## src/rtl/cpu_ctrl_pkg.sv

```systemverilog
// Shared types for the multi-cycle RV32I control path.
// The enum encodings match the datapath mux wiring, so they must stay fixed.
package cpu_ctrl_pkg;

    typedef enum logic [2:0] {
        ALU_ADD = 3'd0,
        ALU_SUB = 3'd1,
        ALU_AND = 3'd2,
        ALU_OR  = 3'd3,
        ALU_XOR = 3'd4,
        ALU_SLL = 3'd5,
        ALU_SRL = 3'd6,
        ALU_SLT = 3'd7
    } alu_op_t;

    typedef enum logic [3:0] {
        FETCH,
        DECODE,
        EXEC_R,
        EXEC_I,
        ALU_WB,
        MEM_ADDR,
        MEM_READ,
        MEM_WB,
        MEM_WRITE,
        BRANCH,
        HALT
    } ctrl_state_t;

    localparam logic [6:0] OP_R      = 7'b0110011;
    localparam logic [6:0] OP_I      = 7'b0010011;
    localparam logic [6:0] OP_LOAD   = 7'b0000011;
    localparam logic [6:0] OP_STORE  = 7'b0100011;
    localparam logic [6:0] OP_BRANCH = 7'b1100011;

    typedef enum logic [1:0] {
        SRC_A_PC     = 2'd0,
        SRC_A_OLD_PC = 2'd1,
        SRC_A_RS1    = 2'd2
    } src_a_t;

    typedef enum logic [1:0] {
        SRC_B_RS2  = 2'd0,
        SRC_B_IMM  = 2'd1,
        SRC_B_FOUR = 2'd2
    } src_b_t;

    typedef enum logic [1:0] {
        IMM_I = 2'd0,
        IMM_S = 2'd1,
        IMM_B = 2'd2
    } imm_sel_t;

    typedef enum logic [1:0] {
        RES_ALU_REG  = 2'd0,
        RES_MEM_DATA = 2'd1,
        RES_ALU_LIVE = 2'd2
    } result_src_t;

    // States that sit on the memory handshake and are covered by the timeout.
    function automatic logic is_wait_state(input ctrl_state_t s);
        return (s == FETCH) || (s == MEM_READ) || (s == MEM_WRITE);
    endfunction

endpackage

```

## src/rtl/alu_decoder.sv

```systemverilog
// Maps funct3 / funct7[5] to an ALU operation for R-type and I-type ALU instructions.
// Flags encodings the datapath does not implement (sltu/sltiu, sra/srai).
module alu_decoder
    import cpu_ctrl_pkg::*;
(
    input  logic [2:0] funct3,
    input  logic       funct7_b5,
    input  logic       is_rtype,
    output alu_op_t    alu_op,
    output logic       illegal
);

    // NOTE: every output gets a default before the case so no path leaves it unassigned (no latch).
    always_comb begin
        alu_op  = ALU_ADD;
        illegal = 1'b0;
        case (funct3)
            3'b000: alu_op = (is_rtype && funct7_b5) ? ALU_SUB : ALU_ADD;
            3'b111: alu_op = ALU_AND;
            3'b110: alu_op = ALU_OR;
            3'b100: alu_op = ALU_XOR;
            3'b001: alu_op = ALU_SLL;
            3'b010: alu_op = ALU_SLT;
            3'b101: begin
                alu_op  = ALU_SRL;
                illegal = funct7_b5;
            end
            default: illegal = 1'b1;
        endcase
    end

endmodule

```

## src/rtl/multicycle_controller.sv

```systemverilog
// Multi-cycle RV32I control FSM: sequences fetch/decode/execute/memory/writeback
// over a shared memory with a ready handshake, halting on illegal ops or timeout.
module multicycle_controller
    import cpu_ctrl_pkg::*;
#(
    parameter int TIMEOUT_CYCLES = 255
) (
    input  logic        clk,
    input  logic        rst,
    input  logic [31:0] instr,
    input  logic        alu_zero,
    input  logic        mem_ready,
    output logic        mem_req,
    output logic        mem_we,
    output logic        addr_src,
    output logic        ir_write,
    output logic        pc_write,
    output logic        reg_write,
    output logic [1:0]  alu_src_a,
    output logic [1:0]  alu_src_b,
    output logic [1:0]  imm_sel,
    output logic [2:0]  alu_op,
    output logic [1:0]  result_src,
    output logic        retire,
    output logic        halted
);

    localparam int CNT_W = (TIMEOUT_CYCLES > 1) ? $clog2(TIMEOUT_CYCLES) : 1;

    ctrl_state_t      state, state_next;
    logic [CNT_W-1:0] wait_cnt;
    logic             timed_out;

    logic [6:0] opcode;
    logic [2:0] funct3;
    logic       funct7_b5;
    logic       is_rtype;
    alu_op_t    dec_op;
    logic       dec_illegal;
    logic       unused_instr_bits;

    assign opcode            = instr[6:0];
    assign funct3            = instr[14:12];
    assign funct7_b5         = instr[30];
    assign is_rtype          = (opcode == OP_R);
    assign unused_instr_bits = ^{instr[31], instr[29:15], instr[11:7]};

    alu_decoder u_alu_decoder (
        .funct3    (funct3),
        .funct7_b5 (funct7_b5),
        .is_rtype  (is_rtype),
        .alu_op    (dec_op),
        .illegal   (dec_illegal)
    );

    // The counter never passes TIMEOUT_CYCLES-1: that value without ready forces HALT.
    assign timed_out = (TIMEOUT_CYCLES != 0) && (wait_cnt == CNT_W'(TIMEOUT_CYCLES - 1));

    // NOTE: sequential state uses non-blocking assignments so all registers update from pre-edge values.
    always_ff @(posedge clk) begin
        if (rst) begin
            state    <= FETCH;
            wait_cnt <= '0;
        end else begin
            state <= state_next;
            if (state_next != state) begin
                wait_cnt <= '0;
            end else if (is_wait_state(state) && (TIMEOUT_CYCLES != 0)) begin
                wait_cnt <= wait_cnt + 1'b1;
            end
        end
    end

    always_comb begin
        state_next = state;
        mem_req    = 1'b0;
        mem_we     = 1'b0;
        addr_src   = 1'b0;
        ir_write   = 1'b0;
        pc_write   = 1'b0;
        reg_write  = 1'b0;
        alu_src_a  = SRC_A_PC;
        alu_src_b  = SRC_B_RS2;
        imm_sel    = IMM_I;
        alu_op     = ALU_ADD;
        result_src = RES_ALU_REG;
        retire     = 1'b0;
        halted     = 1'b0;

        // Reset aborts in-flight accesses: everything stays at its idle default.
        if (!rst) begin
            case (state)
                FETCH: begin
                    mem_req    = 1'b1;
                    alu_src_a  = SRC_A_PC;
                    alu_src_b  = SRC_B_FOUR;
                    alu_op     = ALU_ADD;
                    result_src = RES_ALU_LIVE;
                    if (mem_ready) begin
                        ir_write   = 1'b1;
                        pc_write   = 1'b1;
                        state_next = DECODE;
                    end else if (timed_out) begin
                        state_next = HALT;
                    end
                end

                DECODE: begin
                    alu_src_a = SRC_A_OLD_PC;
                    alu_src_b = SRC_B_IMM;
                    imm_sel   = IMM_B;
                    alu_op    = ALU_ADD;
                    case (opcode)
                        OP_R:               state_next = EXEC_R;
                        OP_I:               state_next = EXEC_I;
                        OP_LOAD, OP_STORE:  state_next = MEM_ADDR;
                        OP_BRANCH:          state_next = BRANCH;
                        default:            state_next = HALT;
                    endcase
                end

                EXEC_R: begin
                    alu_src_a  = SRC_A_RS1;
                    alu_src_b  = SRC_B_RS2;
                    alu_op     = dec_op;
                    state_next = dec_illegal ? HALT : ALU_WB;
                end

                EXEC_I: begin
                    alu_src_a  = SRC_A_RS1;
                    alu_src_b  = SRC_B_IMM;
                    imm_sel    = IMM_I;
                    alu_op     = dec_op;
                    state_next = dec_illegal ? HALT : ALU_WB;
                end

                ALU_WB: begin
                    reg_write  = 1'b1;
                    result_src = RES_ALU_REG;
                    retire     = 1'b1;
                    state_next = FETCH;
                end

                MEM_ADDR: begin
                    alu_src_a = SRC_A_RS1;
                    alu_src_b = SRC_B_IMM;
                    imm_sel   = (opcode == OP_STORE) ? IMM_S : IMM_I;
                    alu_op    = ALU_ADD;
                    if (funct3 != 3'b010) begin
                        state_next = HALT;
                    end else begin
                        state_next = (opcode == OP_STORE) ? MEM_WRITE : MEM_READ;
                    end
                end

                MEM_READ: begin
                    mem_req  = 1'b1;
                    addr_src = 1'b1;
                    if (mem_ready) begin
                        state_next = MEM_WB;
                    end else if (timed_out) begin
                        state_next = HALT;
                    end
                end

                MEM_WB: begin
                    reg_write  = 1'b1;
                    result_src = RES_MEM_DATA;
                    retire     = 1'b1;
                    state_next = FETCH;
                end

                MEM_WRITE: begin
                    mem_req  = 1'b1;
                    mem_we   = 1'b1;
                    addr_src = 1'b1;
                    if (mem_ready) begin
                        retire     = 1'b1;
                        state_next = FETCH;
                    end else if (timed_out) begin
                        state_next = HALT;
                    end
                end

                BRANCH: begin
                    alu_src_a  = SRC_A_RS1;
                    alu_src_b  = SRC_B_RS2;
                    alu_op     = ALU_SUB;
                    result_src = RES_ALU_REG;
                    case (funct3)
                        3'b000: begin
                            pc_write   = alu_zero;
                            retire     = 1'b1;
                            state_next = FETCH;
                        end
                        3'b001: begin
                            pc_write   = !alu_zero;
                            retire     = 1'b1;
                            state_next = FETCH;
                        end
                        default: state_next = HALT;
                    endcase
                end

                HALT: begin
                    halted = 1'b1;
                end

                default: state_next = HALT;
            endcase
        end
    end

endmodule

```

## config.mk

```make
export PLATFORM = sky130hd
export DESIGN_NAME = multicycle_controller
export DESIGN_NICKNAME = d
export VERILOG_FILES = /design/src/rtl/cpu_ctrl_pkg.sv /design/src/rtl/alu_decoder.sv /design/src/rtl/multicycle_controller.sv
export SDC_FILE = /design/constraint.sdc
export NUM_CORES = 1
export LEC_CHECK = 0
export BUFFER_PORTS_ARGS = -buffer_cell sky130_fd_sc_hd__buf_2
export CAP_MARGIN = 30
export CORE_MARGIN = 5
export CORE_UTILIZATION = 39
export CTS_BUF_LIST = sky130_fd_sc_hd__clkbuf_16
export CTS_CLUSTER_DIAMETER = 80
export DETAILED_ROUTE_END_ITERATION = 7
export GPL_TIMING_DRIVEN = 0
export PLACE_DENSITY = 0.68
export SLEW_MARGIN = 20
export SYNTH_ARGS = -nofsm -noshare
export SYNTH_HDL_FRONTEND = slang
export SYNTH_HIERARCHICAL = 1
export SYNTH_SLANG_ARGS = --single-unit
```

## constraint.sdc

```tcl
create_clock -name clk -period 2.3 [get_ports clk]
set_clock_uncertainty 0.1 [all_clocks]
set_input_delay 0.115 -clock clk [delete_from_list [all_inputs] [get_ports clk]]
set_output_delay 0.115 -clock clk [all_outputs]
set_load 0.05 [all_outputs]
```

== Word level (Yosys, flattened, before mapping) ==
Index checks and enable logic that the tools add are counted.

* Add/sub/neg operators: 1
* $mul: 0
* Div/mod/pow operators: 0
* $lt $le $gt $ge: 0
* Equal/unequal tests: 24
* Shift-type cells: 0
* Mux-type cells: 44
* Bitwise operators: 0
* Reductions and logical operators: 16

{| class="wikitable"
|+ Operators with widths
! cell !! number
|-
| 2-to-1 mux 4 bit || 9
|-
| one-hot mux 4 bit (9 select lines) || 1
|-
| one-hot mux 3 bit (7 select lines) || 1
|-
| 2-to-1 mux 1 bit || 18
|-
| == test 4 x 3 -> 1 bit (second input constant) || 4
|-
| one-hot mux 2 bit (2 select lines) || 4
|-
| one-hot mux 4 bit (4 select lines) || 1
|-
| == test 7 x 6 -> 1 bit (second input constant) || 2
|-
| == test 3 bit (second input constant) || 4
|-
| == test 4 bit (second input constant) || 3
|-
| OR reduction 2 bit || 6
|-
| adder 8 x 1 -> 8 bit (second input constant) || 1
|-
| == test 4 x 2 -> 1 bit (second input constant) || 2
|-
| == test 8 bit (second input constant) || 1
|-
| 2-to-1 mux 2 bit || 4
|-
| == test 7 x 2 -> 1 bit (second input constant) || 1
|-
| == test 7 x 5 -> 1 bit (second input constant) || 1
|-
| == test 7 bit (second input constant) || 1
|-
| one-hot mux 1 bit (2 select lines) || 3
|-
| one-hot mux 3 bit (2 select lines) || 1
|-
| OR reduction 3 bit || 2
|-
| OR reduction 6 bit || 1
|-
| == test 4 x 1 -> 1 bit (second input constant) || 1
|-
| logical NOT 4 bit || 1
|-
| other kinds (11) || 12
|}

* Register bits: 12
* Latch bits: 0
* RAM bits: 0
* Memory bits (read-only): 0
* Input port bits: 36
* Output and inout bits: 19
* Word-level logic and storage cells: 87
* Memories: 0

== Longest topological paths before layout ==
Gate-level depths: netlist of run 1.

* Depth in word-level cells: 8
* Mapped depth: 8
* Gate-level depth less buffers: 8

== Modules after synthesis ==
Netlist of run 1, hierarchy kept.

{| class="wikitable"
|+ By module, submodules not included
! module !! times used !! cells an instance !! area an instance (um^2) !! sequential area each (um^2)
|-
| multicycle_controller || 1 || 158 || 1204.9 || 240.2
|-
| alu_decoder || 1 || 10 || 67.6 || 0.0
|}

== Least setup slack after synthesis of run 1 ==
OpenSTA, ideal clock, no wires.

* Path kind: register -> output
* From: register state[0]
* To: output pc_write
* Arrival time: 3692 ps
* Data required time: 2085 ps
* Setup slack: -1607 ps
* Stages on the path, launching flop included: 8
* Buffers on the path: 3
* Path through: dfxtp_1 buf_4 clkbuf_1 or2_2 clkbuf_1 nor4_1 and2_1 o21bai_1

* Word-level cells in the longest chain between the ends: 3
* Elaborated cells on any way between the ends: 4
* Those cells by class: 1 x eq/ne; 2 x mux; 1 x reduce/logical

{| class="wikitable"
|+ Ends and longest elaborated chain
! item !! RTL line !! text
|-
| start: declaration || multicycle_controller.sv:30 || <nowiki>ctrl_state_t state, state_next;</nowiki>
|-
| start signal: assignment || multicycle_controller.sv:65 || <nowiki>state <= state_next;</nowiki>
|-
| == test 4 bit or logical NOT 4 bit (tied branches) || multicycle_controller.sv:92 || <nowiki>case (state)</nowiki>
|-
| one-hot mux 1 bit (2 select lines) (*) || multicycle_controller.sv:92 ||
|-
| 2-to-1 mux 1 bit (*) || multicycle_controller.sv:91 || <nowiki>if (!rst) begin</nowiki>
|-
| end: declaration || multicycle_controller.sv:17 || <nowiki>output logic pc_write,</nowiki>
|}

Mark *: on every way between the ends. The rest lies on a longest branch, timed or not.

== Worst setup path in the final report of run 1 ==
* From: register state[0]
* To: register wait_cnt[3]

* Word-level cells in the longest chain between the ends: 6
* Elaborated cells on any way between the ends: 23
* Those cells by class: 11 x eq/ne; 6 x mux; 6 x reduce/logical

{| class="wikitable"
|+ Ends and longest elaborated chain
! item !! RTL line !! text
|-
| == test 4 x 3 -> 1 bit (tied with other cells) || multicycle_controller.sv:92 ||
|-
| OR reduction 2 bit (no line) (tied with other cells) || -- ||
|-
| one-hot mux 4 bit (9 select lines) || multicycle_controller.sv:92 ||
|-
| 2-to-1 mux 4 bit || multicycle_controller.sv:91 ||
|-
| != test 4 bit || multicycle_controller.sv:66 || <nowiki>if (state_next != state) begin</nowiki>
|-
| OR reduction 2 bit (no line) || -- ||
|-
| end signal: assignment || multicycle_controller.sv:69 || <nowiki>wait_cnt <= wait_cnt + 1'b1;</nowiki>
|-
| end: declaration || multicycle_controller.sv:31 || <nowiki>logic [CNT_W-1:0] wait_cnt;</nowiki>
|}

Parallel ways exist; a longest one is shown, timed or not.
A chain may end at the register's enable or synchronous reset.

==> impl_metrics.toml, run 1 <==
[status]
outcome = "finished, final reports clean"

[global_route]
grt_pass1_vias = 1274
grt_overflow = 0
grt_use_total_pct = 17.1
grt_pass1_wl_mm = 5.95
grt_max_degree = 11
antenna_found_initial = 0

[detailed_routing]
wl_mm = 3.69
vias_per_cell = 5.88
num_vias = 1457
route.detailed.drc = 0
drtIter0Drc = 75
drtPass1Iterations = 4
wl_per_cell_um = 14.9
antenna_left = 0

[yosys]
yosys_warnings = 6
seq_area_frac_synth_pct = 18.9
synth_top_family_by_area = "simple AND/OR/NAND/NOR gates"
synth_cell_types = 54
synthAdderAreaFrac_pct = 1.97
ys_ff_latch = 12
synth_xor_area_share_pct = 6.88
synthMuxAreaShare_pct = 0.787
syn_area_sq_mm = 0.00127
ys.flop_type = "dfxtp_1"
avgSynthCellArea_sq_um = 7.57
synth-edff-count = 0
syn_inst = 168
synthSimpleGateAreaFrac_pct = 36.7
synthArstFlopShare_pct = 0
synth-compound-area-share_pct = 30.1
synth_fp_nets = 206

[clocking]
cts_buffer_depth = 2
htree_levels = 1
cts.clk_slew.worst_paths_ns = 0.05
cts.sinks = 12
holdBufCountCts = 0
cts_root_buffer = "clkbuf_16"
numCtsBuffers = 3
cts_tree = "built"
clk_latency_ns = 0.24

[critical_path]
path_delay_family = "compound AO/OA/AOI/OAI gates"
critPathMaxFanout = 9
cp.required_ns = 2.37
criticalPathCategory = "register to register"
crit_path_end_kind = "register"
path_cells = "buf_4 > or4b_4 > a2111o_1 > o22ai_4 > o2111ai_1 > nor3_1"
cp_slowest_cell = "or4b_4"
crit_buf_inv = 1
cp.arrival_ns = 2.28
max_stage_delay_ns = 0.51
startpoint_type = "register"

[final_layout]
layout_commonest_cell = "buf_2"
fin_nets = 243
drive_gt1_share_pct = 30.4
layout_common_cells = "buf_2 (32), nor2_1 (13), o2111ai_1 (12), nor3_1 (11), dfxtp_1 (11)"
areaGrowthSynthToFinish_pct = 29.2
diodes = 0
fin_area_sq_mm = 0.00164

[power_and_ir_drop]
vdd_drop_max_v = 0.000473
p_leak_uw = 0.000636
power_uw = 930
powerDensity_mw_per_mm2 = 566

[placed_design]
place.gp.congestion = 0.894
io_buffer_count = 33
place_ws_ns = -0.0923
post_dp_cell_area_sq_mm = 0.00153
dp_hpwl_mm = 2.85

[run]
max_cap_violations = 0

[timing]
rsz0062_at_grt = "true"
min_period_ns = 2.21
worstMarginPinSlew_ns = 0.770
finalMaxSlewViolations = 0
maxSlewHeadroom_pct = 48.3
hold_viol = 0
finalSetupViolCount = 0
period_share_pct = 96.1
max_freq_mhz = 452
worst_slack_ns = 0.0898

[die]
rows = 20
start_util_pct = 41.0
fp.dieArea_sq_mm = 0.00451
core_area_sq_mm = 0.00310
ios = 55
die_x_um = 67.1
dieHeight_um = 67.1

[worst_hold_path]
hold_class = "input port to register"
synth_stat cells, drive strengths merged, types with 4 or more instances:
library cell	number	area, sq um
a21oi	10	53.8
and3	4	25.0
clkbuf	8	30.0
dfxtp	12	240
nand2	10	37.5
nand2b	5	31.3
nor2	14	52.6
nor2b	4	25.0
nor3	12	60.1
o2111ai	12	105
o21ai	6	30.0
xnor2	9	78.8
cells by family after synthesis:
group | after synthesis
xor gates and xnor gates | 10
buffers and inverters | 14
adders and majority gates | 2
AOI/OAI and AO/OA | 50
and+or+nand+nor | 79
muxes | 1
DFF | 12
state kept, by name, indices dropped and copies added, names as in the netlist:
register / flops
state: 4
wait_cnt: 8
routing by layer:
layer	vias to the layer above	track usage [%]	share of wire (%)
met5	-	0	0
met4	0	3.80	0.65
met3	3	3.20	8.3
met2	51	28.1	46
met1	676	22.9	45
li1	727	-	-
tightest hold or removal path: cells and delay by family:
kind | cells | cell delay (ns)
buffers and inverters | 1 | 0.17
AO/OA/AOI/OAI | 1 | 0.18
AND/OR/NAND/NOR | 1 | 0.04
layout make-up:
type | instances | area (sq um)
inverter | 3 | 11.3
buffer | 10 | 52.6
timing repair buffer | 33 | 174
multi-input combinational | 142 | 1030
fill | 334 | 1460
clock inverter | 1 | 3.75
tap | 44 | 55.1
sequential | 12 | 241
clock buffer | 3 | 75.1
worst paths after layout:
path	startpoint	cells after the start	slack [ns]	to
min	mem_ready	3	0.20	state[3]
max reg2reg	state[0]	6	0.09	wait_cnt[3]
max	state[0]	6	0.09	wait_cnt[3]
min reg2reg	wait_cnt[7]	3	0.53	wait_cnt[7]
per-stage QoR:
| stage | std cells | hold WS (ns) | TNS (ns) | util, % |
|---|---|---|---|---|
| 3_5_place_dp | 245 | 0.445 | -0.629 | 49.2 |
| 6_report | 248 | 0.198 | 0 | 53.0 |
| 4_1_cts | 248 | 0.192 | 0 | 52.3 |
| 3_3_place_gp | 245 | 0.446 | -0.616 | 49.2 |
| 5_1_grt | 248 | 0.224 | -0.00630 | 53.0 |
| 2_1_floorplan | 168 | 0.188 | -0.295 | - |
report_power, final:
part,switching [uW],internal [uW]
Clock,94.8,229
Sequential,9.71,218
Combinational,253,125
Total,358,572
repair_timing:
| action | CTS | global route |
|---|---|---|
| endpoints found under the hold margin | 0 | 0 |
| buffers inserted | 0 | 0 |
| endpoints found under the setup margin | 13 | 14 |
| gates resized for setup | 7 | 10 |
No activity file was read; power rests on OpenSTA's default activity.
==> run 2: changes to the inputs <==
- PLACE_DENSITY: 0.68 -> 0.73
==> impl_metrics.toml, run 2 (same netlist as run 1, synthesis figures left out) <==
[worst_hold_path]
hold_class = "input port to register"

[final_layout]
diodes = 0
layout_common_cells = "buf_2 (32), nor2_1 (13), o2111ai_1 (12), dfxtp_1 (11)"
regArea_sq_um = 241
largest_reg_flops = 8
fin_nets = 246
reg_top3 = "wait_cnt (8), state (4)"
num-fill-cells = 328
areaGrowthSynthToFinish_pct = 31.3
top_register = "wait_cnt"
drive_gt1_share_pct = 31.9
multiInputGateArea_sq_mm = 0.00104
layout_commonest_cell = "buf_2"

[status]
outcome = "finished, final reports clean"

[clocking]
cts_buffer_depth = 2
clk_latency_ns = 0.24
numCtsBuffers = 3
cts.clk_slew.worst_paths_ns = 0.04
holdBufCountCts = 0
cts_root_buffer = "clkbuf_16"
cts.sinks = 12
cts_tree = "built"
htree_levels = 1

[die]
ios = 55
core_area_sq_mm = 0.00310
rows = 20
start_util_pct = 41.0
dieHeight_um = 67.1
fp.dieArea_sq_mm = 0.00451
die_x_um = 67.1

[critical_path]
startpoint_type = "register"
path_cells = "buf_4 > or4b_4 > a2111o_1 > o22ai_4 > buf_4 > o2111ai_1 > nor3_1"
cp_common_cell = "buf_4"
cp_slowest_cell = "or4b_4"
cp.arrival_ns = 2.25
crit_path_end_kind = "register"
max_stage_delay_ns = 0.50
cp.required_ns = 2.36
criticalPathCategory = "register to register"
critPathMaxFanout = 9

[placed_design]
place_ws_ns = -0.0950
place.gp.congestion = 0.867
dp_hpwl_mm = 2.78
io_buffer_count = 33

[detailed_routing]
drtPass1Iterations = 4
antenna_left = 0
wl_per_cell_um = 15.1
vias_per_cell = 6.02
drtIter0Drc = 77
wl_mm = 3.80
num_vias = 1511
route.detailed.drc = 0

[power_and_ir_drop]
p_leak_uw = 0.000647
vdd_drop_max_v = 0.000481
powerDensity_mw_per_mm2 = 561

[timing]
maxSlewHeadroom_pct = 55.4
setup_tns_ns = 0
worst_slack_ns = 0.109
finalSetupViolCount = 0
period_share_pct = 95.3
max_freq_mhz = 456
min_period_ns = 2.19
hold_viol = 0
finalMaxSlewViolations = 0
worstMarginPinSlew_ns = 0.660

[global_route]
grt_use_total_pct = 17.6
grt_pass1_wl_mm = 6.11
antenna_found_initial = 0
grt_overflow = 0
grt_max_degree = 11
grt_pass1_vias = 1346

[run]
max_cap_violations = 0
## run 2: repair_timing
action	CTS	global route
setup endpoints to repair	14	14
gates resized for setup	6	11
endpoints found under the hold margin	0	0
pin swaps	0	4
setup buffers	0	3
## run 2: path summary, 6_finish.rpt
path	start	endpoint	slack (ns)	cells after the start
min reg2reg	wait_cnt[5]	wait_cnt[5]	0.54	3
min	mem_ready	state[3]	0.19	3
max reg2reg	state[0]	wait_cnt[1]	0.11	7
max	state[0]	wait_cnt[1]	0.11	7
## run 2: cell type report
cell class,count,area share (%)
repair buffers,36,11.5
clock buffers,3,4.49
multi-input cells,142,62.2
well taps,44,3.30
clock inverters,1,0.225
plain buffers,10,3.07
flip-flops and latches,12,14.5
inverters,3,0.674
## run 2: per-stage QoR
step | cells | util (%) | power (uW) | hold slack [ns] | area (sq um)
final | 251 | 53.8 | 937 | 0.189 | 1670
after global routing | 251 | 53.8 | 992 | 0.186 | 1670
after CTS | 248 | 52.3 | 923 | 0.184 | 1620
after detailed placement | 245 | 49.2 | 590 | 0.432 | 1530
after global placement | 245 | 49.2 | 587 | 0.443 | 1530
after floorplan | 168 | - | 502 | 0.188 | 1310
## run 2: layer usage
| layer | GRT usage (%) | routed length (um) |
|---|---|---|
| met1 | 23.4 | 1790 |
| met2 | 28.3 | 1690 |
| met3 | 2.87 | 254 |
| met4 | 6.58 | 65 |
| met5 | 0 | 0 |
## run 2: critical path, delay by kind of cell, from the launching register on
family / cells / cell delay [ns]
flops: 1 / 0.30
buf+inv: 2 / 0.31
compound gates: 3 / 0.75
simple gates: 2 / 0.65
## run 2: where the power goes
group	switching (uW)	internal, uW
Sequential	10.0	218
Clock	92.8	229
Combinational	256	131
Total	359	578
